===== config.mk =====
export PLATFORM = sky130hd
export DESIGN_NAME = sram_arbiter
export DESIGN_NICKNAME = d
export VERILOG_FILES = /design/src/rtl/sram_arbiter.sv
export SDC_FILE = /design/constraint.sdc
export NUM_CORES = 1
export LEC_CHECK = 0
export BUFFER_PORTS_ARGS = -buffer_cell sky130_fd_sc_hd__buf_2
export CORE_MARGIN = 3
export CORE_UTILIZATION = 39
export DETAILED_ROUTE_END_ITERATION = 7
export GPL_TIMING_DRIVEN = 0
export PLACE_DENSITY_LB_ADDON = 0.25
export SLEW_MARGIN = 5
export SYNTH_ARGS = -nofsm -noshare
export SYNTH_HDL_FRONTEND = slang
export SYNTH_SLANG_ARGS = --single-unit

===== constraint.sdc =====
create_clock -name CLK -period 1.1 [get_ports CLK]
set_input_delay 0.055 -clock CLK [delete_from_list [all_inputs] [get_ports CLK]]
set_output_delay 0.055 -clock CLK [all_outputs]
set_load 0.005 [all_outputs]

===== src/rtl/sram_arbiter.sv =====
// Round-robin arbiter sharing one single-port 32-bit SRAM between the fetch (A)
// and load/store (B) ports, with 1-cycle read response routing.
module sram_arbiter #(
  parameter int AWIDTH = 12
) (
  input  logic              CLK,
  input  logic              RSTn,
  input  logic              A_REQ,
  input  logic [AWIDTH-1:0] A_ADDR,
  input  logic              A_WE,
  input  logic [3:0]        A_BE,
  input  logic [31:0]       A_WDATA,
  input  logic              B_REQ,
  input  logic [AWIDTH-1:0] B_ADDR,
  input  logic              B_WE,
  input  logic [3:0]        B_BE,
  input  logic [31:0]       B_WDATA,
  output logic              A_GNT,
  output logic              B_GNT,
  output logic              A_RVALID,
  output logic              B_RVALID,
  output logic [31:0]       A_RDATA,
  output logic [31:0]       B_RDATA,
  output logic              M_CSN,
  output logic              M_WEN,
  output logic [AWIDTH-1:0] M_ADDR,
  output logic [3:0]        M_BE,
  output logic [31:0]       M_DI,
  input  logic [31:0]       M_DOUT
);

  localparam logic PORT_A = 1'b0;
  localparam logic PORT_B = 1'b1;

  logic        last_q, last_d;
  logic        rtag_vld_q, rtag_vld_d;
  logic        rtag_id_q, rtag_id_d;
  logic [31:0] a_rdata_q, a_rdata_d;
  logic [31:0] b_rdata_q, b_rdata_d;
  logic        gnt_a, gnt_b;

  always_comb begin
    // A wins unless B also requests and A was the most recent winner.
    gnt_a = RSTn & A_REQ & (~B_REQ | (last_q == PORT_B));
    gnt_b = RSTn & B_REQ & ~gnt_a;

    M_CSN  = 1'b1;
    M_WEN  = 1'b1;
    M_ADDR = '0;
    M_BE   = '0;
    M_DI   = '0;
    if (gnt_a) begin
      M_CSN  = 1'b0;
      M_WEN  = ~A_WE;
      M_ADDR = A_ADDR;
      M_BE   = A_BE;
      M_DI   = A_WDATA;
    end else if (gnt_b) begin
      M_CSN  = 1'b0;
      M_WEN  = ~B_WE;
      M_ADDR = B_ADDR;
      M_BE   = B_BE;
      M_DI   = B_WDATA;
    end

    last_d = last_q;
    if (gnt_a)      last_d = PORT_A;
    else if (gnt_b) last_d = PORT_B;

    rtag_vld_d = (gnt_a & ~A_WE) | (gnt_b & ~B_WE);
    rtag_id_d  = gnt_b ? PORT_B : PORT_A;

    A_RVALID = rtag_vld_q & (rtag_id_q == PORT_A);
    B_RVALID = rtag_vld_q & (rtag_id_q == PORT_B);

    // Responding port sees SRAM data directly; its hold register captures it at the edge.
    a_rdata_d = A_RVALID ? M_DOUT : a_rdata_q;
    b_rdata_d = B_RVALID ? M_DOUT : b_rdata_q;
    A_RDATA   = a_rdata_d;
    B_RDATA   = b_rdata_d;

    A_GNT = gnt_a;
    B_GNT = gnt_b;
  end

  always_ff @(posedge CLK or negedge RSTn) begin
    if (!RSTn) begin
      last_q     <= PORT_B;
      rtag_vld_q <= 1'b0;
      rtag_id_q  <= PORT_A;
      a_rdata_q  <= '0;
      b_rdata_q  <= '0;
    end else begin
      last_q     <= last_d;
      rtag_vld_q <= rtag_vld_d;
      rtag_id_q  <= rtag_id_d;
      a_rdata_q  <= a_rdata_d;
      b_rdata_q  <= b_rdata_d;
    end
  end

endmodule


==> metrics.yaml <==
timing:
  hold_ws_ns: -0.0327
  worstMarginPinSlew_ns: 0.931
  setup_viol: 182
  period_share_pct: 156
  hold_viol_final: 49
  drv_slew: 0
  fin_ws_ns: -0.614
  fin_worst_skew_ns: 0.00701
  maxSlewHeadroom_pct: 37.9
  max_freq_mhz: 583
  fin_crit_ns: 1.71
  rsz0062_at_grt: "yes"
worst_setup_path:
  crit_family: "flip-flops"
  path_cells: "nor2b_4 -> buf_12 -> buf_12 -> o32ai_4 -> buf_2"
  critPathKind: "register to output port"
  cp-end-kind: "output port"
  critPathArrivalTime_ns: 1.66
  critPathMaxFanout: 8
  crit_top_cell: "buf_12"
  setup.worst_path.start_class: "register"
  crit_buf_inv: 3
  required_ns: 1.04
  slowest_delay_ns: 0.58
  critPathSlowestCell: "dfstp_2"
logic_synthesis:
  yosys.area.top_type: "dfrtp_1"
  avgSynthCellArea_sq_um: 11.7
  syn-cell-area_sq_mm: 0.00384
  ys_types: 23
  post-synth-top-count-cell: "nand2_1"
  synth_edf_count: 0
  synth_nets: 463
  synthTopCellsByArea: "dfrtp_1, mux2_4, mux2_2, nand2_1, o32ai_2"
  netlist_instances: 329
  dominantRegCellSynth: "dfrtp_1"
  yosysSeqAreaShare_pct: 43.6
  synth_top_cells_by_count: "nand2_1, dfrtp_1, mux2_2, mux2_4, o32ai_1"
  synth_top_area_share_pct: 43.0
  ys_warn_count: 0
  ys_seq_elements: 67
  async_flop_share_pct: 100
worst_hold_path:
  hp-class: "primary input to register"
clock_network:
  clk_latency_ns: 0.34
  cts_buffers: 9
  root_buffer: "clkbuf_8"
  clock_sinks: 67
  cts_hold_buf: 3
  cts_buffer_depth: 2
  cts_tree: "yes"
  clk_pin_slew_ns: 0.07
  cts.htree.levels: 3
routing:
  dr.pass1.iters: 4
  postRouteAntennaNets: 0
  drt_iter0_markers: 143
  routed.top_layer: "met4"
  drc: 0
  routed-wl-met2_mm: 7.47
  vias: 3849
  met3_wirelength_um: 885
  post_drt_wl_per_cell_um: 18.2
  wl_mm: 13.7
  avgViaCountPerCell: 5.10
  wl_met1_mm: 5.16
final_layout:
  drive_gt1_share_pct: 71.6
  final-seq-area_sq_mm: 0.00168
  diodes: 0
  multi_input_area_sq_mm: 0.00244
  fin_nets: 755
  fillCellCount: 664
  final_util_pct: 72.8
  area_growth_pct: 78.3
run_status:
  outcome: "finished with violations"
  failed_checks: "hold timing, setup timing"
placement:
  portBuffers: 251
  dpl_worst_slack_ns: -0.716
  dp_hpwl_mm: 9.49
  routabilityCongestion: 0.763
global_routing:
  grt_max_degree: 37
  grt-ovfl-total: 0
  grt_pass1_vias: 4116
  antenna_found_initial: 0
  track_usage_pct: 23.3
  grt_pass1_wl_mm: 20.6
pwr:
  peakVddDrop_mv: 0.829
  p_per_area_mw_per_mm2: 1490
  p_leak_nw: 3.41
floorplanning:
  die_w_um: 105
  die-area_sq_mm: 0.0111
  design.core.area_sq_mm: 0.00942
  initial_core_util_pct: 40.8
  io_pins: 252
  num_rows: 35
  die_h_um: 105
job:
  maxCapViolations: 0
## layout make-up
class,count,share of cell area (%)
Inverter,4,0.219
Sequential cell,67,24.5
Clock inverter,5,0.894
Timing Repair Buffer,282,28.1
Tap cell,129,2.35
Multi-Input combinational cell,223,35.6
Buffer,34,6.26
Clock buffer,11,2.06
## per-layer routing
metal / global-route usage, % / vias to the layer above
li1: - / 1767
met1: 26.0 / 1878
met2: 43.2 / 186
met3: 5.94 / 18
met4: 6.94 / 0
met5: 0 / -
## worst paths after layout
kind / startpoint / end / slack (ns) / cells past startpoint
max reg2reg: rtag_id_q / a_rdata_q[17] / -0.29 / 5
min in group asynchronous: RSTn / a_rdata_q[26] / 0.31 / 3
max: last_q / M_DI[29] / -0.61 / 5
max in group asynchronous: RSTn / last_q / 0.54 / 3
min reg2reg: b_rdata_q[26] / b_rdata_q[26] / 0.49 / 1
min: M_DOUT[19] / b_rdata_q[19] / -0.03 / 2
## what timing repair did
item                                   CTS  global route
setup endpoints to repair              181           183
gates resized for setup                 67            42
buffers inserted                        10             7
endpoints found under the hold margin  126            57
gates cloned                             6             8
pin swaps                                1             3
## state kept, by name, indices dropped and copies added (netlist names)
register,flops
a_rdata_q,32
b_rdata_q,32
last_q,1
rtag_id_q,1
rtag_vld_q,1
## worst register-to-register path: cells and delay by family (launching register included)
kind	cells	cell delay, ns
buf+inv	3	0.39
simple gates	1	0.17
flops	1	0.41
mux	1	0.31
## cells by family after synthesis
group | synth area share [%]
AO/OA/AOI/OAI | 16.1
flip-flops | 43.6
multiplexers | 21.6
buffers and inverters | 7.78
AND/OR/NAND/NOR | 10.9
## cell usage in the layout (no fill, tap or decap), drive strengths merged
master       Yosys  routed
bufbuf           0       1
a21bo            1       1
buf             32     302
o32ai           49      49
o21ai            1       1
a22o             1       1
dlygate4sd3      0       2
inv              4       5
nand2          100     100
dfrtp           66      66
clkinv           0       3
nor2b            1       1
mux2            64      64
o32a             1       1
nand2b           3       3
nor2             2       2
clkbuf           3      22
bufinv           0       1
dfstp            1       1
## metrics by stage
step / cells / total power [mW] / instance area, sq um / TNS [ns]
2_1_floorplan: 329 / 5.44 / 4130 / -5.68
6_report: 755 / 10.2 / 6860 / -74.96
5_1_grt: 755 / 10.8 / 6860 / -85.07
3_5_place_dp: 709 / 6.98 / 5550 / -55.61
4_1_cts: 743 / 9.78 / 6350 / -76.70
3_3_place_gp: 709 / 6.85 / 5540 / -106.87
## where the power goes
group          switching (mW)  total (mW)  internal, mW
sequential              0.230        3.44          3.21
combinational            1.90        4.69          2.79
clock                   0.962        2.08          1.12
total                    3.09        10.2          7.13
Power figures use the tool's default switching activity.
